`src/rtl/accum_alu_n.sv`:
```
// Parametrised accumulator ALU: 16 operations against operand b, with
// single-cycle arithmetic/logic and one-bit-per-cycle shifts/rotates under start/busy/done.
module accum_alu_n #(
  parameter  int WIDTH = 8,
  localparam int SHW   = $clog2(WIDTH)
) (
  input  logic             Clk,
  input  logic             Reset,
  input  logic             start,
  input  logic             load,
  input  logic [3:0]       m,
  input  logic [WIDTH-1:0] b,
  input  logic             cin,
  input  logic [SHW-1:0]   amt,
  output logic [WIDTH-1:0] acc,
  output logic             of,
  output logic             zf,
  output logic             nf,
  output logic             ovf,
  output logic             busy,
  output logic             done
);

  localparam logic [0:0] IDLE  = 1'b0;
  localparam logic [0:0] SHIFT = 1'b1;

  logic [0:0]       state_q, state_d;
  logic [SHW-1:0]   cnt_q, cnt_d;
  logic [2:0]       op_q, op_d;
  logic [WIDTH-1:0] acc_q, acc_d;
  logic             of_q, of_d;
  logic             zf_q, zf_d;
  logic             nf_q, nf_d;
  logic             ovf_q, ovf_d;
  logic             done_q, done_d;

  logic             is_sub_s;
  logic [WIDTH-1:0] opb_s;
  logic             c_s;
  logic [WIDTH:0]   arith_s;
  logic [WIDTH-1:0] alu_res_s;
  logic             alu_of_s;
  logic             alu_ovf_s;
  logic             alu_wr_s;
  logic [WIDTH:0]   step_s;

  // One shift/rotate step: returns {bit shifted out, new value}; op is m[2:0] of ops 8..15.
  function automatic logic [WIDTH:0] shift_step(input logic [WIDTH-1:0] a, input logic [2:0] op);
    logic [WIDTH:0] r;
    case (op)
      3'd0:    r = {a[WIDTH-1], a[WIDTH-2:0], 1'b0};
      3'd1:    r = {a[WIDTH-1], a[WIDTH-2:0], 1'b1};
      3'd2:    r = {a[0], 1'b0, a[WIDTH-1:1]};
      3'd3:    r = {a[0], 1'b1, a[WIDTH-1:1]};
      3'd4:    r = {a[WIDTH-1], a[WIDTH-2:0], 1'b0};
      3'd5:    r = {a[0], a[WIDTH-1], a[WIDTH-1:1]};
      3'd6:    r = {a[WIDTH-1], a[WIDTH-2:0], a[WIDTH-1]};
      3'd7:    r = {a[0], a[0], a[WIDTH-1:1]};
      default: r = {1'b0, a};
    endcase
    return r;
  endfunction

  // Single-cycle operand selection and arithmetic/logic result.
  always_comb begin
    is_sub_s  = 1'b0;
    opb_s     = b;
    c_s       = cin;
    alu_wr_s  = 1'b1;
    case (m[2:0])
      3'd0:    begin is_sub_s = 1'b0; opb_s = b; c_s = cin; end
      3'd1:    begin is_sub_s = 1'b1; opb_s = b; c_s = cin; end
      3'd2:    begin is_sub_s = 1'b1; opb_s = b; c_s = cin; alu_wr_s = 1'b0; end
      3'd6:    begin is_sub_s = 1'b0; opb_s = WIDTH'(1); c_s = 1'b0; end
      3'd7:    begin is_sub_s = 1'b1; opb_s = WIDTH'(1); c_s = 1'b0; end
      default: begin is_sub_s = 1'b0; opb_s = b; c_s = cin; end
    endcase
    if (is_sub_s) begin
      arith_s = {1'b0, acc_q} - {1'b0, opb_s} - {{WIDTH{1'b0}}, c_s};
    end else begin
      arith_s = {1'b0, acc_q} + {1'b0, opb_s} + {{WIDTH{1'b0}}, c_s};
    end
    case (m[2:0])
      3'd3:    begin alu_res_s = acc_q & b; alu_of_s = 1'b0; alu_ovf_s = 1'b0; end
      3'd4:    begin alu_res_s = acc_q | b; alu_of_s = 1'b0; alu_ovf_s = 1'b0; end
      3'd5:    begin alu_res_s = ~acc_q;    alu_of_s = 1'b0; alu_ovf_s = 1'b0; end
      default: begin
        alu_res_s = arith_s[WIDTH-1:0];
        alu_of_s  = arith_s[WIDTH];
        if (is_sub_s) begin
          alu_ovf_s = (acc_q[WIDTH-1] != opb_s[WIDTH-1]) && (arith_s[WIDTH-1] != acc_q[WIDTH-1]);
        end else begin
          alu_ovf_s = (acc_q[WIDTH-1] == opb_s[WIDTH-1]) && (arith_s[WIDTH-1] != acc_q[WIDTH-1]);
        end
      end
    endcase
  end

  // Next-state logic for the IDLE/SHIFT sequencer, accumulator and flags.
  always_comb begin
    state_d = state_q;
    cnt_d   = cnt_q;
    op_d    = op_q;
    acc_d   = acc_q;
    of_d    = of_q;
    zf_d    = zf_q;
    nf_d    = nf_q;
    ovf_d   = ovf_q;
    done_d  = 1'b0;
    step_s  = shift_step(acc_q, op_q);
    case (state_q)
      IDLE: begin
        if (load) begin
          acc_d  = b;
          of_d   = 1'b0;
          ovf_d  = 1'b0;
          zf_d   = (b == {WIDTH{1'b0}});
          nf_d   = b[WIDTH-1];
          done_d = 1'b1;
        end else if (start) begin
          if (m[3] == 1'b0) begin
            if (alu_wr_s) begin
              acc_d = alu_res_s;
            end else begin
              acc_d = acc_q;
            end
            of_d   = alu_of_s;
            ovf_d  = alu_ovf_s;
            zf_d   = (alu_res_s == {WIDTH{1'b0}});
            nf_d   = alu_res_s[WIDTH-1];
            done_d = 1'b1;
          end else if (amt == {SHW{1'b0}}) begin
            of_d   = 1'b0;
            ovf_d  = 1'b0;
            zf_d   = (acc_q == {WIDTH{1'b0}});
            nf_d   = acc_q[WIDTH-1];
            done_d = 1'b1;
          end else begin
            // ovf is cleared here so the sla sticky bit starts fresh.
            state_d = SHIFT;
            cnt_d   = amt;
            op_d    = m[2:0];
            of_d    = 1'b0;
            ovf_d   = 1'b0;
          end
        end else begin
          state_d = IDLE;
        end
      end
      SHIFT: begin
        acc_d = step_s[WIDTH-1:0];
        of_d  = step_s[WIDTH];
        zf_d  = (step_s[WIDTH-1:0] == {WIDTH{1'b0}});
        nf_d  = step_s[WIDTH-1];
        if (op_q == 3'd4) begin
          ovf_d = ovf_q | (acc_q[WIDTH-1] ^ acc_q[WIDTH-2]);
        end else begin
          ovf_d = 1'b0;
        end
        if (cnt_q == SHW'(1)) begin
          state_d = IDLE;
          done_d  = 1'b1;
        end else begin
          cnt_d = cnt_q - SHW'(1);
        end
      end
      default: begin
        state_d = IDLE;
      end
    endcase
  end

  // State and output registers with synchronous reset.
  always_ff @(posedge Clk) begin
    if (Reset) begin
      state_q <= IDLE;
      cnt_q   <= {SHW{1'b0}};
      op_q    <= 3'd0;
      acc_q   <= {WIDTH{1'b0}};
      of_q    <= 1'b0;
      zf_q    <= 1'b0;
      nf_q    <= 1'b0;
      ovf_q   <= 1'b0;
      done_q  <= 1'b0;
    end else begin
      state_q <= state_d;
      cnt_q   <= cnt_d;
      op_q    <= op_d;
      acc_q   <= acc_d;
      of_q    <= of_d;
      zf_q    <= zf_d;
      nf_q    <= nf_d;
      ovf_q   <= ovf_d;
      done_q  <= done_d;
    end
  end

  assign acc  = acc_q;
  assign of   = of_q;
  assign zf   = zf_q;
  assign nf   = nf_q;
  assign ovf  = ovf_q;
  assign busy = (state_q == SHIFT);
  assign done = done_q;

endmodule

```
`config.mk`:
```
export PLATFORM = sky130hd
export DESIGN_NAME = accum_alu_n
export DESIGN_NICKNAME = d
export VERILOG_FILES = /design/src/rtl/accum_alu_n.sv
export SDC_FILE = /design/constraint.sdc
export NUM_CORES = 1
export LEC_CHECK = 0
export CAP_MARGIN = 5
export CORE_MARGIN = 5
export CORE_UTILIZATION = 57
export CTS_CLUSTER_DIAMETER = 120
export CTS_CLUSTER_SIZE = 8
export DETAILED_ROUTE_END_ITERATION = 10
export PLACE_DENSITY = 0.82
export SLEW_MARGIN = 20
export SYNTH_ARGS = -nofsm -noshare
export SYNTH_HDL_FRONTEND = slang
export SYNTH_SLANG_ARGS = --single-unit
```
`constraint.sdc`:
```
create_clock -name Clk -period 4.7 [get_ports Clk]
set_clock_uncertainty 0.15 [all_clocks]
set_input_delay 0.705 -clock Clk [delete_from_list [all_inputs] [get_ports Clk]]
set_output_delay 0.705 -clock Clk [all_outputs]
set_load 0.02 [all_outputs]
```
# Yosys cells after proc, flatten, opt, wreduce, memory -nomap -nowiden
# Index checks and enable logic that the tools add are counted.
[totals]
register_bits = 20
output_inout_bits = 14
elab_cells = 116
[classes]
addsub = 5
bitwise_logic = 8
n_mux = 51
n_reduce_logical = 16
n_eq_ne = 27
[ops]
columns = ["op", "count"]
rows = [
  ["$pmux W9 S7", 1],
  ["$mux W8", 5],
  ["$logic_not A8 Y1", 4],
  ["$mux W1", 30],
  ["$eq A3 B3 Y1 const B", 8],
  ["$pmux W8 S3", 1],
  ["$pmux W8 S2", 1],
  ["$mux W3", 5],
  ["$eq A3 B2 Y1 const B", 4],
  ["$pmux W1 S2", 6],
  ["$ne A2 B2 Y1 const B", 5],
  ["$reduce_and A5 Y1", 2],
  ["$add A8 B8 Y9", 1],
  ["$add A9 B1 Y9", 1],
  ["$eq A3 B1 Y1 const B", 3],
  ["$mux W9", 1],
  ["$ne A3 B3 Y1 const B", 3],
  ["$sub A8 B8 Y9", 1],
  ["$sub A9 B1 Y9", 1],
  ["$and A8 B8 Y8", 1],
  ["$not A8 Y8", 1],
  ["$or A8 B8 Y8", 1],
  ["$logic_not A3 Y1", 2],
  ["$pmux W3 S2", 1],
  ["other kinds (12)", 18],
]

# Longest topological paths before layout
# Gate-level depths: netlist (run 1).
[logic_depth]
word_depth = 14
mapped_depth = 14
depth_no_buf = 13

# Worst setup path before layout (run 1)
# No wires, ideal clock.
[synth_timing]
path_type = "input-to-reg"
startpoint = "in m[2]"
endpoint = "reg of_q, in the netlist of"
t_arrival_ns = 3.242
slack_ns = 1.222
cell_stages = 13
setup_ns = 0.086
cell_sequence = "buf_2 -> nand2_1 -> nand2b_1 -> inv_1 -> fa_1 -> fa_1 -> o21bai_1 -> a21oi_1 -> o31ai_1 -> a21o_1 -> nand2_1 -> a221o_1 -> a211oi_1"
[synth_between]
elab_chain_cells = 11
[synth_lines]
columns = ["element", "line_no", "source"]
rows = [
  ["start, declared", "11", "input logic [3:0] m,"],
  ["$eq A3 B3 Y1", "70", "case (m[2:0])"],
  ["$reduce_or A2 Y1 (no line)", "n/a", ""],
  ["$mux W8", "70", ""],
  ["$add A8 B8 Y9 or $sub A8 B8 Y9 (tied branches)", "81, 79", ""],
  ["$add A9 B1 Y9 or $sub A9 B1 Y9 (tied branches)", "81, 79", ""],
  ["$mux W9", "78", "if (is_sub_s) begin"],
  ["$mux W1 (*)", "83", "case (m[2:0])"],
  ["$mux W1 (*)", "121", "if (m[3] == 1'b0) begin"],
  ["$mux W1 (*)", "120", "end else if (start) begin"],
  ["$mux W1 (*)", "113", "if (load) begin"],
  ["$pmux W1 S2 (*)", "111", "case (state_q)"],
  ["end signal, assigned", "180", "of_q <= 1'b0;"],
  ["end signal, assigned", "190", "of_q <= of_d;"],
  ["end, declared", "31", "logic of_q, of_d;"],
]
# Mark *: on every way between the ends. The rest lies on a longest branch, timed or not. The select of a mux whose other input is x is not followed.
# A chain may end at the register's enable or synchronous reset.

# Final worst setup path (run 1)
# Ends and elaborated chain as after synthesis.

==> results.cfg, run 1 <==
[floorplan]
die_h_um = 79.0
dieArea_um2 = 6240
io_pins = 34
dieWidth_um = 79.0
start_util_pct = 58.2
core-area_um2 = 4660
rows = 25

[clock_network]
clockRootBuffer = clkbuf_8
cts_tree = built
cts_setup_buffers = 0
clkSlewWorstSetupHoldPaths_ps = 70
clk_latency_ps = 250
post_cts_resize_count = 0
cts.sinks = 20
clockBufferDepth = 2
htreeDepth = 1
cts_buffers = 3
hold_buffers = 0

[cells_and_area]
area_growth_pct = 13.6
n_fill_cell = 421
multiInputGateArea_um2 = 2080
seq_area_um2 = 400
drive_gt1_share_pct = 4.38
fin_area_um2 = 3080
num_antenna_cells = 0
nets = 438

[global_route]
overflow = 0
grt_pass1_wl_mm = 12.6
grt_usage_pct = 24.6
grt_pass1_vias = 2673
grt_max_degree = 30
antenna_found_initial = 0

[timing]
hold_violations = 0
drv_slew = 0
finalSetupViolCount = 0
maxSlewHeadroom_pct = 34.0
worst_pin_slew_ps = 985
fmax_ghz = 0.255
period_share_pct = 83.4
rsz0062_at_grt = false
fin_tns_setup_ps = 0
post-route-min-period_ps = 3920

[logic_synthesis]
synth-edff-count = 0
ys_types = 71
async_flop_share_pct = 0
yosysWarnings = 0
ys_ff_latch = 20
ys.flop_type = dfxtp_1
synthesis.nets = 418
netlist_area_um2 = 2710
syn_avg_cell_area_um2 = 7.33
yosysSeqAreaShare_pct = 14.8
syn_inst = 370

[critical_path]
r2r-start = acc[0]
r2r-end = zf
setup.worst_path.class = in2reg
crit_start = m[2]
endpoint = of
path_cells = clkdlybuf4s50_1, nand2_1, nand2b_1, inv_1, fa_1, fa_1, o21bai_1, a21oi_1, o31ai_1, a21o_1, nand2_1, a221o_1, a211oi_1
max_stage_delay_ps = 470
cp.required_ps = 4710
crit_path_end_kind = register
critPathSlowestCell = clkdlybuf4s50_1
worstPathMaxFanout = 9
cp-start-kind = primary input
reg2reg_slack_ps = 1330
arrival_ps = 3930
r2r_cells = 11

[power_and_ir_drop]
peakVddDrop_mv = 0.210
p_sw_w = 0.000335
p_comb_share_pct = 58.5
p_int_w = 0.000442
switching_share_pct = 43.1
power_frac_seq_pct = 27.6
p_leak_nw = 1.26
clock_power_share_pct = 13.9
power_density_nw_per_um2 = 252

[place]
dp_hpwl_mm = 6.00
port_buffers = 33
gp_congestion = 0.939
placed_cell_area_um2 = 3040

[detailed_routing]
detail_route.drc_violations = 0
avgRoutedWirePerCell_um = 17.2
routed_via_density = 6.45
drtIter0Drc = 341
wl_mm = 7.59
ant_nets = 0
dr.pass1.iters = 7
vias = 2851

[min_path]
min_path_cells = 2
hp-class = reg2reg

[flow_run]
maxCapViolCount = 0

[run_status]
status = finished clean
==> flip-flops by register name, summed over array words and instances (netlist names) <==
register / cells
zf: 1
acc: 8
of: 1
ovf: 1
done: 1
op_q: 3
busy: 1
nf: 1
cnt_q: 3
==> cells in the mapped netlist (2+ instances only) <==
library cell   n  area [µm²]
o221ai_1       2        17.5
xor2_1         6        52.6
a21o_1         4        30.0
nor2_1        25        93.8
and2_1         5        31.3
a211oi_1       5        37.5
fa_1           4        80.1
a22o_1         4        35.0
a22oi_1        4        30.0
inv_1         37         139
o211ai_1       8        60.1
nor3_1         7        35.0
o211a_1        2        20.0
dfxtp_1       20         400
or3b_1         2        17.5
nand4_1        2        12.5
nor4_1         6        37.5
o21ai_1        6        30.0
o21ai_0       17        85.1
ha_1          24         300
a2111o_1       2        22.5
nand4b_1       3        26.3
nand3b_1       2        15.0
a221o_1        2        20.0
nand2_1       31         116
o311a_1        2        20.0
a21oi_1       35         175
nand2b_1       9        56.3
nor2b_1        7        43.8
clkbuf_1      13        48.8
and3_1         2        12.5
mux2i_1        8        80.1
a31oi_1        4        25.0
or3_1          2        12.5
a211o_1        2        17.5
xnor2_1        7        61.3
a221oi_1       4        35.0
o2bb2ai_1      3        26.3
or2_1          2        12.5
buf_2          6        30.0
o31ai_1        4        30.0
==> layer usage <==
layer  vias up  part of all wire [%]  wire, µm  GRT usage [%]
li1       1382                     -         -              -
met2       142                    48      3670           41.5
met3        13                   7.0       529           1.59
met1      1314                    43      3290           33.7
met4         0                   1.4       109           6.87
met5         -                     0         0              0
==> power groups by stage <==
stage | registers, W | logic (W) | clock network (W)
2_1_floorplan | 0.000217 | 0.000320 | 0
3_3_place_gp | 0.000217 | 0.000435 | 0
3_5_place_dp | 0.000217 | 0.000444 | 0
4_1_cts | 0.000213 | 0.000448 | 0.000110
5_1_grt | 0.000217 | 0.000500 | 0.000118
6_report | 0.000215 | 0.000455 | 0.000108
==> cell families (layout without fill, tap and decap cells) <==
family	after synthesis	count (layout)	synth area share, %
buffers and inverters	59	77	8.86
flip-flops	20	20	14.8
multiplexers	10	10	3.87
AND/OR/NAND/NOR	113	113	22.1
adder cells (fa/ha/maj)	28	28	14.0
AO/OA/AOI/OAI	127	127	32.2
XOR/XNOR	13	13	4.20
==> placed cells by master, fill, tap and decap left out, types with 7 or more instances in the layout <==
master and instances:
inv_1 37, a21oi_1 35, clkdlybuf4s50_1 33, nand2_1 31, nor2_1 25, ha_1 24, dfxtp_1 20, o21ai_0 17
nand2b_1 9, o211ai_1 8, nor3_1 7, mux2i_1 7, xnor2_1 7, nor2b_1 7
==> area by class of cell <==
class	count	share of cell area, %
inverter	38	4.63
clock buffer	3	1.34
multi-input combinational	291	67.4
tap	54	2.19
sequential	20	13.0
timing repair buffer	36	11.5
==> metrics by stage <==
step | hold WS [ps] | util [%] | setup slack [ps] | cells | power, W
final | 325 | 66.1 | 779 | 442 | 0.000778
after global routing | 359 | 66.1 | 551 | 442 | 0.000836
after CTS | 328 | 66.0 | 780 | 442 | 0.000771
after detailed placement | 319 | 65.1 | 512 | 439 | 0.000661
after global placement | 302 | 65.1 | 629 | 439 | 0.000652
after floorplan | 282 | - | 1220 | 370 | 0.000537
==> critical path, delay by kind of cell <==
| family | cells | cell delay, ps |
|---|---|---|
| compound gates | 6 | 1390 |
| fa+ha+maj | 2 | 860 |
| buf+inv | 2 | 540 |
| simple gates | 3 | 410 |
==> worst min-delay path by stage <==
stage             start  endpoint
2_1_floorplan  cnt_q[1]  cnt_q[1]
3_3_place_gp   cnt_q[1]  cnt_q[1]
3_5_place_dp   cnt_q[1]  cnt_q[1]
4_1_cts        cnt_q[1]  cnt_q[1]
5_1_grt        cnt_q[1]  cnt_q[1]
6_report       cnt_q[1]  cnt_q[1]
No activity file was read; power rests on OpenSTA's default activity.
==> inputs of run 2 (changes only) <==
==> constraint.sdc (replaced) <==
create_clock -name Clk -period 4 [get_ports Clk]
set_clock_uncertainty 0.15 [all_clocks]
set_input_delay 0.6 -clock Clk [delete_from_list [all_inputs] [get_ports Clk]]
set_output_delay 0.6 -clock Clk [all_outputs]
set_load 0.02 [all_outputs]
==> results.cfg, run 2 (synthesis results as in run 1) <==
[timing]
post-route-min-period_ps = 3740
maxSlewHeadroom_pct = 49.5
finalSetupViolCount = 0
fin_tns_setup_ps = 0
worst_pin_slew_ps = 755
drv_slew = 0
rsz0062_at_grt = false
hold_violations = 0
period_share_pct = 93.5
fmax_ghz = 0.267

[global_route]
antenna_found_initial = 0
grtUsageMet2_pct = 41.5
gr-max-usage-layer = met2
grt_pass1_vias = 2671
use_met1_pct = 33.0
overflow = 0
grt_max_degree = 24
grt_util_met3_pct = 2.15
grt_usage_pct = 24.6
grt_pass1_wl_mm = 12.5

[critical_path]
reg2reg_slack_ps = 870
cp.required_ps = 4040
worstPathMaxFanout = 7
arrival_ps = 3780
setup.worst_path.class = in2reg
r2r_cells = 11
crit_path_end_kind = register
cp-start-kind = primary input

[run_status]
status = finished clean

[power_and_ir_drop]
p_int_w = 0.000527
power_frac_seq_pct = 26.8
power_density_nw_per_um2 = 294
p_comb_share_pct = 59.0
p_leak_nw = 1.29
peakVddDrop_mv = 0.248
switching_share_pct = 42.8
clock_power_share_pct = 14.2
p_sw_w = 0.000394

[floorplan]
io_pins = 34
start_util_pct = 58.2
rows = 25
die_h_um = 79.0
dieArea_um2 = 6240
dieWidth_um = 79.0
core-area_um2 = 4660

[clock_network]
clockBufferDepth = 2
cts_buffers = 3
cts.sinks = 20
clockRootBuffer = clkbuf_8
cts_setup_buffers = 0
post_cts_resize_count = 0
clk_latency_ps = 260
hold_buffers = 0
htreeDepth = 1
clkSlewWorstSetupHoldPaths_ps = 80
cts_tree = built

[flow_run]
maxCapViolCount = 0

[place]
dp_hpwl_mm = 6.02
placed_cell_area_um2 = 3090
gp_congestion = 0.952
port_buffers = 33

[cells_and_area]
final_common_cell = inv_1
num_antenna_cells = 0
layout_common_cells = inv_1, a21oi_1, clkdlybuf4s50_1
largest_register_ffs = 8
n_fill_cell = 422
nets = 445
fin_area_um2 = 3130
drive_gt1_share_pct = 6.08
area_growth_pct = 15.5

[detailed_routing]
vias = 2872
routed_via_density = 6.40
avgRoutedWirePerCell_um = 16.9
wl_mm = 7.58
detail_route.drc_violations = 0
drtIter0Drc = 284
ant_nets = 0
dr.pass1.iters = 5

[min_path]
hp-class = reg2reg
min_path_cells = 2
-- run 2: worst paths after layout --
check | from | endpoint
setup / recovery | m[2] | ovf
hold / removal | cnt_q[1] | cnt_q[1]
setup reg to reg | acc[3] | ovf
hold reg to reg | cnt_q[1] | cnt_q[1]
-- run 2: cell type report --
cell class / instances / area (µm²) / area share, %
Multi-Input combinational cell: 291 / 2080 / 66.3
Tap cell: 54 / 67.6 / 2.16
Inverter: 38 / 143 / 4.55
Clock buffer: 3 / 41.3 / 1.32
Timing Repair Buffer: 43 / 405 / 12.9
Sequential cell: 20 / 400 / 12.8
-- run 2: critical path, cell delays in order --
cell	delay (ps)
clkdlybuf4s50_1	480
nand2_1	100
buf_4	170
and2_1	170
ha_1	290
inv_1	70
ha_1	240
nor4b_1	340
o2bb2ai_1	200
o21ai_1	110
mux2i_1	210
or2_1	300
o311a_1	340
nor3_2	150
-- run 2: metal layers --
layer,up-vias,wire (µm)
met1,1337,3330
met4,0,158
met2,125,3600
met5,-,0
met3,18,488
li1,1392,-
-- run 2: through the flow --
stage | worst slack, ps | utilization, % | hold WS (ps) | total power (W) | cells
floorplan | 627 | - | 282 | 0.000631 | 370
global placement | 116 | 66.3 | 291 | 0.000773 | 446
detailed placement | 10.9 | 66.3 | 315 | 0.000781 | 446
CTS | 271 | 67.1 | 326 | 0.000914 | 449
global route | 25.1 | 67.2 | 350 | 0.000991 | 449
finish | 260 | 67.2 | 322 | 0.000921 | 449
-- run 2: power by group through the flow --
stage	sequential (W)	combinational, W	clock [W]
2_1_floorplan	0.000255	0.000376	0
3_3_place_gp	0.000250	0.000523	0
3_5_place_dp	0.000250	0.000531	0
4_1_cts	0.000246	0.000535	0.000133
5_1_grt	0.000250	0.000600	0.000142
6_report	0.000247	0.000544	0.000131
